<file path="config.mk">
export PLATFORM = sky130hd
export DESIGN_NAME = fp_accumulator_flat
export DESIGN_NICKNAME = d
export VERILOG_FILES = /design/src/rtl/fp_pkg.sv /design/src/rtl/fp_accumulator_if.sv /design/src/rtl/fp_lzc28.sv /design/src/rtl/fp_accumulator.sv /design/src/flat_wrapper.sv
export SDC_FILE = /design/constraint.sdc
export NUM_CORES = 1
export LEC_CHECK = 0
export CAP_MARGIN = 20
export CORE_UTILIZATION = 57
export DETAILED_ROUTE_END_ITERATION = 12
export GPL_ROUTABILITY_DRIVEN = 0
export PLACE_DENSITY_LB_ADDON = 0.3
export SYNTH_ARGS = -nofsm -noshare
export SYNTH_HDL_FRONTEND = slang
export SYNTH_SLANG_ARGS = --single-unit
</file>
<file path="constraint.sdc">
create_clock -name clk -period 19.3 [get_ports clk]
set_input_delay 3.86 -clock clk [delete_from_list [all_inputs] [get_ports clk]]
set_output_delay 3.86 -clock clk [all_outputs]
set_load 0.1 [all_outputs]
</file>
<file path="src/rtl/fp_pkg.sv">
// Shared single-precision field definitions, operand struct, FSM states and rounding helper.
// FP_ACC_RNE_EN selects round-to-nearest-even; otherwise results round toward zero.
package fp_pkg;

   localparam int unsigned FP_EXP_W = 8;
   localparam int unsigned FP_MAN_W = 23;
   localparam int unsigned FP_BIAS  = 127;

   localparam logic [31:0] FP_POS_INF = 32'h7F80_0000;
   localparam logic [31:0] FP_NEG_INF = 32'hFF80_0000;
   localparam logic [31:0] FP_ZERO    = 32'h0000_0000;

   typedef struct packed {
      logic                sign;
      logic [FP_EXP_W-1:0] exp;
      logic [FP_MAN_W:0]   man;
   } fp_unpacked_t;

   typedef enum logic [2:0] {IDLE, ALIGN, ADD, NORM, ROUND} fp_state_t;

   function automatic fp_unpacked_t fp_unpack(input logic [31:0] w);
      fp_unpacked_t u;
      u.sign = w[31];
      u.exp  = w[30:23];
      u.man  = {(w[30:23] != '0), w[22:0]};
      return u;
   endfunction

   function automatic logic fp_round_inc(input logic lsb, input logic g,
                                         input logic r, input logic s);
`ifdef FP_ACC_RNE_EN
      return g & (r | s | lsb);
`else
      return 1'b0;
`endif
   endfunction

endpackage

</file>
<file path="src/rtl/fp_accumulator_if.sv">
// Product-in / sum-out bundle between the multiplier, the accumulator and its consumer.
interface fp_accumulator_if #(
   parameter int unsigned CNT_W = 16
);
   logic             in_valid;
   logic [31:0]      in_data;
   logic             in_ready;
   logic             acc_clr;
   logic [31:0]      acc_out;
   logic             acc_done;
   logic [CNT_W-1:0] term_cnt;

   modport master (
      output in_valid, in_data, acc_clr,
      input  in_ready, acc_out, acc_done, term_cnt
   );

   modport slave (
      input  in_valid, in_data, acc_clr,
      output in_ready, acc_out, acc_done, term_cnt
   );
endinterface

</file>
<file path="src/rtl/fp_lzc28.sv">
// Combinational 28-bit leading-zero counter; an all-zero input reports 28.
module fp_lzc28 (
   input  logic [27:0] i_data,
   output logic [4:0]  o_cnt
);
   always_comb begin
      o_cnt = 5'd28;
      for (int unsigned i = 0; i < 28; i++)
         if (i_data[i]) o_cnt = 5'(27 - i);
   end
endmodule

</file>
<file path="src/rtl/fp_accumulator.sv">
// Sequential IEEE-754 single accumulator: ALIGN/ADD/NORM/ROUND per accepted product word.
// Rounding follows FP_ACC_RNE_EN (nearest-even when defined, toward zero otherwise).
module fp_accumulator
   import fp_pkg::*;
#(
   parameter int unsigned CNT_W = 16
) (
   input logic              clk,
   input logic              rst,
   fp_accumulator_if.slave  bus
);

   fp_state_t        r_state, w_next;
   logic [31:0]      r_acc, r_in, r_byp_val, w_byp_val, w_res;
   logic [CNT_W-1:0] r_cnt;
   logic             r_done, r_byp, w_byp, r_sign, r_sub, w_hs;
   logic [7:0]       r_ea, w_diff;
   logic [26:0]      r_ma, r_mb, w_lo27, w_shr, w_b27, r_n27, w_n27;
   logic [27:0]      r_sum, w_sum, w_lsh;
   logic [4:0]       w_lz;
   logic [24:0]      w_rm;
   logic [22:0]      w_rman;
   logic signed [9:0] r_e, w_e, w_re;
   logic             w_lost, w_a_big, w_inc;
   fp_unpacked_t     w_a, w_b, w_hi, w_lo;

   assign w_hs          = (r_state == IDLE) && bus.in_valid;
   assign bus.in_ready  = (r_state == IDLE);
   assign bus.acc_out   = r_acc;
   assign bus.acc_done  = r_done;
   assign bus.term_cnt  = r_cnt;

   // ALIGN: order operands by magnitude and shift the smaller into a G/R/S field
   assign w_a     = fp_unpack(r_acc);
   assign w_b     = fp_unpack(r_in);
   assign w_a_big = r_acc[30:0] >= r_in[30:0];
   assign w_hi    = w_a_big ? w_a : w_b;
   assign w_lo    = w_a_big ? w_b : w_a;
   assign w_diff  = w_hi.exp - w_lo.exp;
   assign w_lo27  = {w_lo.man, 3'b000};
   assign w_shr   = w_lo27 >> w_diff;
   assign w_lost  = |(w_lo27 & ((27'd1 << w_diff) - 27'd1));
   assign w_b27   = (w_diff >= 8'd27) ? 27'd1 : {w_shr[26:1], w_shr[0] | w_lost};

   // Infinities and zero operands bypass the arithmetic path entirely
   always_comb begin
      w_byp     = 1'b1;
      w_byp_val = r_acc;
      if (w_a.exp == '1 || w_b.exp == '1) begin
         if (w_a.exp == '1 && w_b.exp == '1)
            w_byp_val = (w_a.sign & w_b.sign) ? FP_NEG_INF : FP_POS_INF;
         else if (w_a.exp == '1)
            w_byp_val = w_a.sign ? FP_NEG_INF : FP_POS_INF;
         else
            w_byp_val = w_b.sign ? FP_NEG_INF : FP_POS_INF;
      end else if (w_b.exp == '0) begin
         w_byp_val = (w_a.exp == '0) ? {w_a.sign & w_b.sign, 31'b0} : r_acc;
      end else if (w_a.exp == '0) begin
         w_byp_val = r_in;
      end else begin
         w_byp = 1'b0;
      end
   end

   assign w_sum = r_sub ? ({1'b0, r_ma} - {1'b0, r_mb}) : ({1'b0, r_ma} + {1'b0, r_mb});

   fp_lzc28 u_lzc (.i_data(r_sum), .o_cnt(w_lz));

   // NORM keeps the 27-bit hidden/mantissa/G/R/S framing, so the left shift is lz-1
   assign w_lsh = r_sum << (w_lz - 5'd1);
   always_comb begin
      if (r_sum[27]) begin
         w_n27 = {r_sum[27:2], r_sum[1] | r_sum[0]};
         w_e   = $signed(10'(r_ea)) + 10'sd1;
      end else begin
         w_n27 = w_lsh[26:0];
         w_e   = $signed(10'(r_ea)) - $signed(10'(w_lz)) + 10'sd1;
      end
   end

   assign w_inc  = fp_round_inc(r_n27[3], r_n27[2], r_n27[1], r_n27[0]);
   assign w_rm   = {1'b0, r_n27[26:3]} + 25'(w_inc);
   assign w_re   = w_rm[24] ? (r_e + 10'sd1) : r_e;
   assign w_rman = w_rm[24] ? w_rm[23:1] : w_rm[22:0];
   assign w_res  = r_byp ? r_byp_val :
                   (w_re >= 10'sd255) ? (r_sign ? FP_NEG_INF : FP_POS_INF) :
                   {r_sign, w_re[7:0], w_rman};

   always_ff @(posedge clk or posedge rst) begin
      if (rst) r_state <= IDLE;
      else     r_state <= w_next;
   end

   always_comb begin
      w_next = r_state;
      case (r_state)
         IDLE:    if (bus.in_valid) w_next = ALIGN;
         ALIGN:   w_next = bus.acc_clr ? IDLE : ADD;
         ADD:     w_next = bus.acc_clr ? IDLE : NORM;
         NORM:    w_next = bus.acc_clr ? IDLE : ROUND;
         ROUND:   w_next = IDLE;
         default: w_next = IDLE;
      endcase
   end

   always_ff @(posedge clk or posedge rst) begin
      if (rst) begin
         r_acc <= FP_ZERO;  r_cnt <= '0;  r_done <= 1'b0;  r_in <= '0;
         r_byp <= 1'b0;     r_byp_val <= '0;  r_sign <= 1'b0;  r_sub <= 1'b0;
         r_ea <= '0;  r_ma <= '0;  r_mb <= '0;  r_sum <= '0;  r_n27 <= '0;  r_e <= '0;
      end else begin
         r_done <= 1'b0;
         if (bus.acc_clr) begin
            r_acc <= FP_ZERO;
            r_cnt <= '0;
         end
         case (r_state)
            IDLE: if (w_hs) r_in <= bus.in_data;
            ALIGN: begin
               r_byp     <= w_byp;
               r_byp_val <= w_byp_val;
               r_sign    <= w_hi.sign;
               r_sub     <= w_hi.sign ^ w_lo.sign;
               r_ea      <= w_hi.exp;
               r_ma      <= {w_hi.man, 3'b000};
               r_mb      <= w_b27;
            end
            ADD: r_sum <= w_sum;
            NORM: begin
               r_n27 <= w_n27;
               r_e   <= w_e;
               if (!r_byp) begin
                  if (r_sum == '0) begin
                     r_byp <= 1'b1;  r_byp_val <= FP_ZERO;
                  end else if (w_e <= 10'sd0) begin
                     r_byp <= 1'b1;  r_byp_val <= {r_sign, 31'b0};
                  end else if (w_e >= 10'sd255) begin
                     r_byp <= 1'b1;  r_byp_val <= r_sign ? FP_NEG_INF : FP_POS_INF;
                  end
               end
            end
            ROUND: if (!bus.acc_clr) begin
               r_acc  <= w_res;
               r_cnt  <= r_cnt + 1'b1;
               r_done <= 1'b1;
            end
            default: ;
         endcase
      end
   end

endmodule

</file>
<file path="src/flat_wrapper.sv">
// flat-port wrapper written by rule: the top's interface ports become plain ports
module fp_accumulator_flat import fp_pkg::*;
#(
   parameter int unsigned CNT_W = 16
)
  (clk, rst, bus_in_valid, bus_in_data, bus_acc_clr, bus_in_ready, bus_acc_out, bus_acc_done, bus_term_cnt);
  fp_accumulator_if #(.CNT_W(CNT_W)) bus_i ();
  input logic clk;
  input logic rst;
  input wire logic [$bits(bus_i.in_valid)-1:0] bus_in_valid;
  input wire logic [$bits(bus_i.in_data)-1:0] bus_in_data;
  input wire logic [$bits(bus_i.acc_clr)-1:0] bus_acc_clr;
  output wire logic [$bits(bus_i.in_ready)-1:0] bus_in_ready;
  output wire logic [$bits(bus_i.acc_out)-1:0] bus_acc_out;
  output wire logic [$bits(bus_i.acc_done)-1:0] bus_acc_done;
  output wire logic [$bits(bus_i.term_cnt)-1:0] bus_term_cnt;
  assign bus_i.in_valid = bus_in_valid;
  assign bus_i.in_data = bus_in_data;
  assign bus_i.acc_clr = bus_acc_clr;
  assign bus_in_ready = bus_i.in_ready;
  assign bus_acc_out = bus_i.acc_out;
  assign bus_acc_done = bus_i.acc_done;
  assign bus_term_cnt = bus_i.term_cnt;
  fp_accumulator #(.CNT_W(CNT_W)) u_core (.clk(clk), .rst(rst), .bus(bus_i));
endmodule
</file>
==> results of run 1 <==
-- per-stage QoR --
stage	utilization	std cells	hold slack [ps]	worst slack, ps
2_1_floorplan	-	2096	451	8880
3_3_place_gp	0.617	2461	477	12660
3_5_place_dp	0.618	2462	485	12620
4_1_cts	0.647	2506	502	12930
5_1_grt	0.647	2506	514	12830
6_report	0.647	2507	503	12930
-- worst paths after layout --
kind | slack [ps] | cells after the start | end | start
setup / recovery | 12930 | 1 | bus_acc_out[16] | u_core.bus.acc_out[16]
hold / removal | 500 | 2 | u_core.r_e[8] | u_core.r_e[8]
setup reg to reg | 13210 | 18 | u_core.r_mb[24] | u_core.r_in[24]
hold reg to reg | 500 | 2 | u_core.r_e[8] | u_core.r_e[8]
max in group asynchronous | 13270 | 4 | u_core.r_mb[13] | rst
min in group asynchronous | 3850 | 2 | u_core.r_e[7] | rst
-- worst min-delay path: cells and delay by family (launching register included) --
family / cells / cell delay (ps)
AOI/OAI and AO/OA: 1 / 60
DFF: 1 / 350
and+or+nand+nor: 1 / 50
-- layer usage --
layer  vias to the layer above  global-route usage
met3                       184              0.0602
met4                         0               0.144
met5                         -                   0
met2                      1033               0.538
li1                       7655                   -
met1                      8213               0.487
-- power groups by stage --
stage,combinational [mW],sequential (mW),clock (mW)
3_3_place_gp,2.31,0.961,0
5_1_grt,2.65,0.988,0.555
6_report,2.44,0.983,0.533
2_1_floorplan,1.88,0.829,0
3_5_place_dp,2.37,0.967,0
4_1_cts,2.38,0.961,0.535
-- sequential cells by signal, summed over array words and instances, names as in the netlist --
signal	cells
u_core.bus.acc_done	1
u_core.bus.acc_out	32
u_core.bus.term_cnt	16
u_core.r_byp	1
u_core.r_byp_val	32
u_core.r_e	10
u_core.r_ea	8
u_core.r_in	32
u_core.r_ma	24
u_core.r_mb	27
u_core.r_n27	23
u_core.r_sign	1
u_core.r_state	3
u_core.r_sub	1
u_core.r_sum	28
-- final cells by class --
| type | instances | area [um^2] | area share |
|---|---|---|---|
| Multi-Input combinational cell | 1613 | 11200 | 0.559 |
| Timing Repair Buffer | 113 | 1070 | 0.0533 |
| Tap cell | 396 | 495 | 0.0247 |
| Antenna cell | 1 | 2.50 | 0.000125 |
| Inverter | 101 | 387 | 0.0193 |
| Clock inverter | 6 | 155 | 0.00773 |
| Clock buffer | 38 | 756 | 0.0377 |
| Sequential cell | 239 | 5980 | 0.298 |
-- kinds of logic (layout without fill, tap and decap cells) --
family / count (synthesis) / count (layout) / share of synthesized area
simple gates: 672 / 672 / 0.174
compound gates: 614 / 614 / 0.229
buf+inv: 244 / 258 / 0.0539
flops: 239 / 239 / 0.330
mux: 175 / 175 / 0.119
fa+ha+maj: 94 / 94 / 0.0657
xor+xnor: 58 / 58 / 0.0288
other cells: 0 / 1 / 0
-- cells in the final DEF (no fill, tap or decap), drive strengths merged, types with 38 or more instances in the layout --
cell type,count
nand2,274
nor3,40
o21ai,187
clkdlybuf4s50,85
mux2,46
dfrtp,239
nor2,165
clkbuf,38
mux2i,101
a21oi,104
nand3,41
ha,92
a31oi,50
inv,97
==> flow_summary.json, run 1 <==
{
  "intPower_mw": 1.95,
  "wirelength_um": 57300,
  "pwr-share-comb": 0.617,
  "crit_arrival_ps": 2510,
  "synth_edf_count": 0,
  "crit_fanout": 8,
  "grt_overflow_total": 0,
  "drv_slew": 0,
  "coreArea_mm2": 0.0310,
  "route.met2.wl_um": 25000,
  "post_cts_buffers": 0,
  "num_rows": 64,
  "min_period_over_period": 0.330,
  "start_util": 0.585,
  "syn_avg_cell_area_um2": 8.66,
  "cp-end-kind": "primary output",
  "syn_inst": 2096,
  "synth.top_cell.area_share": 0.330,
  "synth_seq_cells": 239,
  "drc": 0,
  "power_switching_mw": 2.00,
  "ctsResizeCount": 0,
  "first_iter_violations": 2069,
  "grt_pass1_wl_um": 90300,
  "critPathBufInv": 1,
  "grt_pass1_vias": 16009,
  "antenna_left": 0,
  "hold_viol": 0,
  "ys_seq_area_frac": 0.330,
  "finClkSkew_ps": 30.4,
  "dp_hpwl_um": 40700,
  "critPathKind": "flip-flop to primary output",
  "yosys.area.top_type": "dfrtp_1",
  "wl_met3_um": 6130,
  "io_pins": 86,
  "required_ps": 15440,
  "cts_buffers": 26,
  "synth.area.top_cells": "dfrtp_1, ha_1, nand2_1",
  "ys.flop_type": "dfrtp_1",
  "die_h_um": 180,
  "dieArea_mm2": 0.0325,
  "postCtsHoldBufs": 0,
  "total_power_mw": 3.96,
  "fmax_ghz": 0.157,
  "p_leak_nw": 8.58,
  "antenna_found_initial": 1,
  "critical-path-top-delay-family": "buffers and inverters",
  "portBuffers": 85,
  "first_pass_iters": 7,
  "hold_class": "flip-flop to flip-flop",
  "crit_path_max_incr_delay_ps": 1240,
  "async_flop_share": 1.00,
  "placed_cell_area_mm2": 0.0192,
  "area_growth_pct": 10.6,
  "status": "finished clean",
  "critPathLaunchType": "flip-flop",
  "top_layer": "met4",
  "grt_util_all_layers": 0.349,
  "setup_viol": 0,
  "fin_tns_setup_ps": 0,
  "yosysMostFrequentCell": "nand2_1",
  "grt_max_degree": 112,
  "clk_pin_slew_ps": 60,
  "final_area_mm2": 0.0201,
  "switching_share": 0.506,
  "synth_fp_nets": 2226,
  "drive_gt1_frac": 0.0905,
  "min_period_ps": 6370,
  "ir_drop_mv": 0.125,
  "clock-sinks": 239,
  "synthTopCellsByCount": "nand2_1, dfrtp_1, o21ai_0",
  "die_w_um": 180,
  "slowest_stage": "clkdlybuf4s50_1",
  "path_cells": "clkdlybuf4s50_1",
  "slew_headroom": 0.285,
  "clock_latency_ps": 570,
  "drt-vias-per-instance": 6.81,
  "syn_area_mm2": 0.0181,
  "cts.htree.levels": 1,
  "drv_cap": 0,
  "p_seq_frac": 0.249,
  "clock_path_buffers": 3,
  "synth_cell_type_count": 108,
  "cts_root_buffer": "clkbuf_16",
  "vias": 17085,
  "clockPowerShare": 0.135,
  "fin_nets": 2224,
  "wl_per_cell_um": 22.8,
  "yosys_warnings": 0,
  "wl_met1_um": 23600,
  "rsz0062_at_grt": "no",
  "nFillCells": 2467,
  "p_per_area_mw_per_mm2": 197,
  "worst_slew_pin_slew_ps": 1070,
  "cts_tree": "yes"
}
Power figures use the tool's default switching activity.
==> run 2, diff against run 1 <==
--- a/config.mk
+++ b/config.mk
@@ -6,7 +6,7 @@
 export NUM_CORES = 1
 export LEC_CHECK = 0
 export CAP_MARGIN = 20
-export CORE_UTILIZATION = 57
+export CORE_UTILIZATION = 56
 export DETAILED_ROUTE_END_ITERATION = 12
 export GPL_ROUTABILITY_DRIVEN = 0
 export PLACE_DENSITY_LB_ADDON = 0.3
==> constraint.sdc (replaced) <==
create_clock -name clk -period 5.8 [get_ports clk]
set_input_delay 1.16 -clock clk [delete_from_list [all_inputs] [get_ports clk]]
set_output_delay 1.16 -clock clk [all_outputs]
set_load 0.1 [all_outputs]
==> flow_summary.json, run 2 (synthesis results as in run 1) <==
{
  "final_area_mm2": 0.0202,
  "crit_arrival_ps": 5900,
  "p_leak_nw": 8.64,
  "antenna_found_initial": 0,
  "start_util": 0.572,
  "drive_gt1_frac": 0.112,
  "min_period_ps": 5460,
  "finClkSkew_ps": 13.0,
  "instances_no_fill": 2540,
  "setup_viol": 0,
  "clk_pin_slew_ps": 60,
  "cts_buffers": 26,
  "hold_viol": 0,
  "min_period_over_period": 0.942,
  "grt_overflow_total": 0,
  "dieArea_mm2": 0.0331,
  "portBuffers": 85,
  "ir_drop_mv": 0.369,
  "layout_common_cells": "nand2_1, dfrtp_1, o21ai_0",
  "required_ps": 6240,
  "hold_class": "flip-flop to flip-flop",
  "nFillCells": 2624,
  "pre_cts_slack_ps": 294,
  "drc": 0,
  "crit_fanout": 16,
  "cp-end-kind": "flip-flop",
  "first_iter_violations": 2008,
  "grt_pass1_vias": 15987,
  "dp.cells": 2489,
  "area_growth_pct": 11.5,
  "dp_hpwl_um": 42700,
  "clock_latency_ps": 560,
  "drt-vias-per-instance": 6.80,
  "vias": 17276,
  "clock-sinks": 239,
  "antenna_left": 0,
  "grt_util_all_layers": 0.356,
  "critPathKind": "flip-flop to flip-flop",
  "cts_root_buffer": "clkbuf_16",
  "placed_cell_area_mm2": 0.0194,
  "drv_slew": 0,
  "cts.htree.levels": 1,
  "fmax_ghz": 0.183,
  "ff_latch_area_mm2": 0.00600,
  "slowest_stage": "a311o_1",
  "cts_tree": "yes",
  "utilization": 0.638,
  "die_w_um": 182,
  "p_per_area_mw_per_mm2": 652,
  "fin_ws_ps": 335,
  "io_pins": 86,
  "multiInputGateArea_mm2": 0.0112,
  "die_h_um": 182,
  "wirelength_um": 59100,
  "critPathLaunchType": "flip-flop",
  "antenna_cells": 0,
  "postCtsHoldBufs": 0,
  "wl_per_cell_um": 23.3,
  "crit_path_max_incr_delay_ps": 470,
  "grt_max_degree": 132,
  "slew_headroom": 0.293,
  "path_common_cell": "o31ai_1",
  "mostFrequentLayoutCell": "nand2_1",
  "coreArea_mm2": 0.0317,
  "fin_nets": 2248,
  "grt_pass1_wl_um": 92300,
  "worst_slew_pin_slew_ps": 1060,
  "path_cells": "nor2_1 > o31ai_1 > a211oi_1 > o31ai_1 > a211oi_1 > o31ai_1 > a211o_1 > nand2_1 > ha_1 > nor2b_1 > o21ai_0 > a21boi_0 > o21ai_2 > nor3b_2 > o21a_1 > mux2i_1 > a21oi_1 > and4b_1 > a311o_1 > o211ai_1 > buf_4 > buf_6 > mux2_2",
  "clock_path_buffers": 3,
  "status": "finished clean",
  "num_rows": 65,
  "drv_cap": 0,
  "first_pass_iters": 6
}
==> run 2: cell count changes in the layout (fill, tap and decap cells not counted), moves of 3 or more <==
| cell | before | now |
|---|---|---|
| dfrtp_1 | 239 | 220 |
| clkinv_2 | 1 | 6 |
| buf_4 | 27 | 47 |
| dfrtp_2 | 0 | 19 |
| clkinvlp_4 | 0 | 3 |
| bufinv_16 | 4 | 0 |
==> run 2: worst paths after layout <==
path	from	to	slack (ps)	cells past startpoint
max	u_core.r_sum[4]	u_core.r_byp_val[22]	340	23
min	u_core.r_e[8]	u_core.r_e[8]	500	2
max reg2reg	u_core.r_sum[4]	u_core.r_byp_val[22]	340	23
min reg2reg	u_core.r_e[8]	u_core.r_e[8]	500	2
max in group asynchronous	rst	u_core.bus.acc_out[14]	3470	3
min in group asynchronous	rst	u_core.r_e[6]	1130	2
==> run 2: report_power, final <==
group,switching (mW),total (mW),internal [mW]
Sequential,0.953,3.21,2.26
Clock,0.707,1.60,0.894
Combinational,5.12,8.38,3.26
Total,6.78,13.2,6.42
==> run 2: worst max-delay path, delay by kind of cell, from the launching register on <==
family          cells  cell delay [ps]
compound gates     13             2760
simple gates        5              940
mux                 2              570
flops               1              450
buf+inv             2              390
fa+ha+maj           1              250
==> run 2: cell type report <==
cell class | count | share of cell area
Multi-Input combinational cell | 1613 | 0.555
Sequential cell | 239 | 0.297
Timing Repair Buffer | 137 | 0.0640
Clock buffer | 38 | 0.0369
Tap cell | 402 | 0.0249
Inverter | 101 | 0.0189
Clock inverter | 10 | 0.00346
==> run 2: timing repair <==
item,CTS,global route
resized for setup,0,4
setup endpoints to repair,0,32
setup buffers,0,2
==> run 2: metal layers <==
layer  vias to the layer above  routed length [um]  global-route usage  share of wire
li1                       7712                   -                   -              -
met1                      8314               24100               0.502           0.41
met2                      1051               25800               0.543           0.44
met3                       199                6380              0.0602           0.11
met4                         0                2780               0.145          0.047
met5                         -                   0                   0              0
==> run 2: stage by stage <==
step	total power, mW	hold slack [ps]	setup TNS, ps
4_1_cts	12.9	503	0
5_1_grt	14.0	520	-614
6_report	13.2	497	0
3_3_place_gp	11.0	488	0
3_5_place_dp	11.2	482	0
2_1_floorplan	9.03	451	0
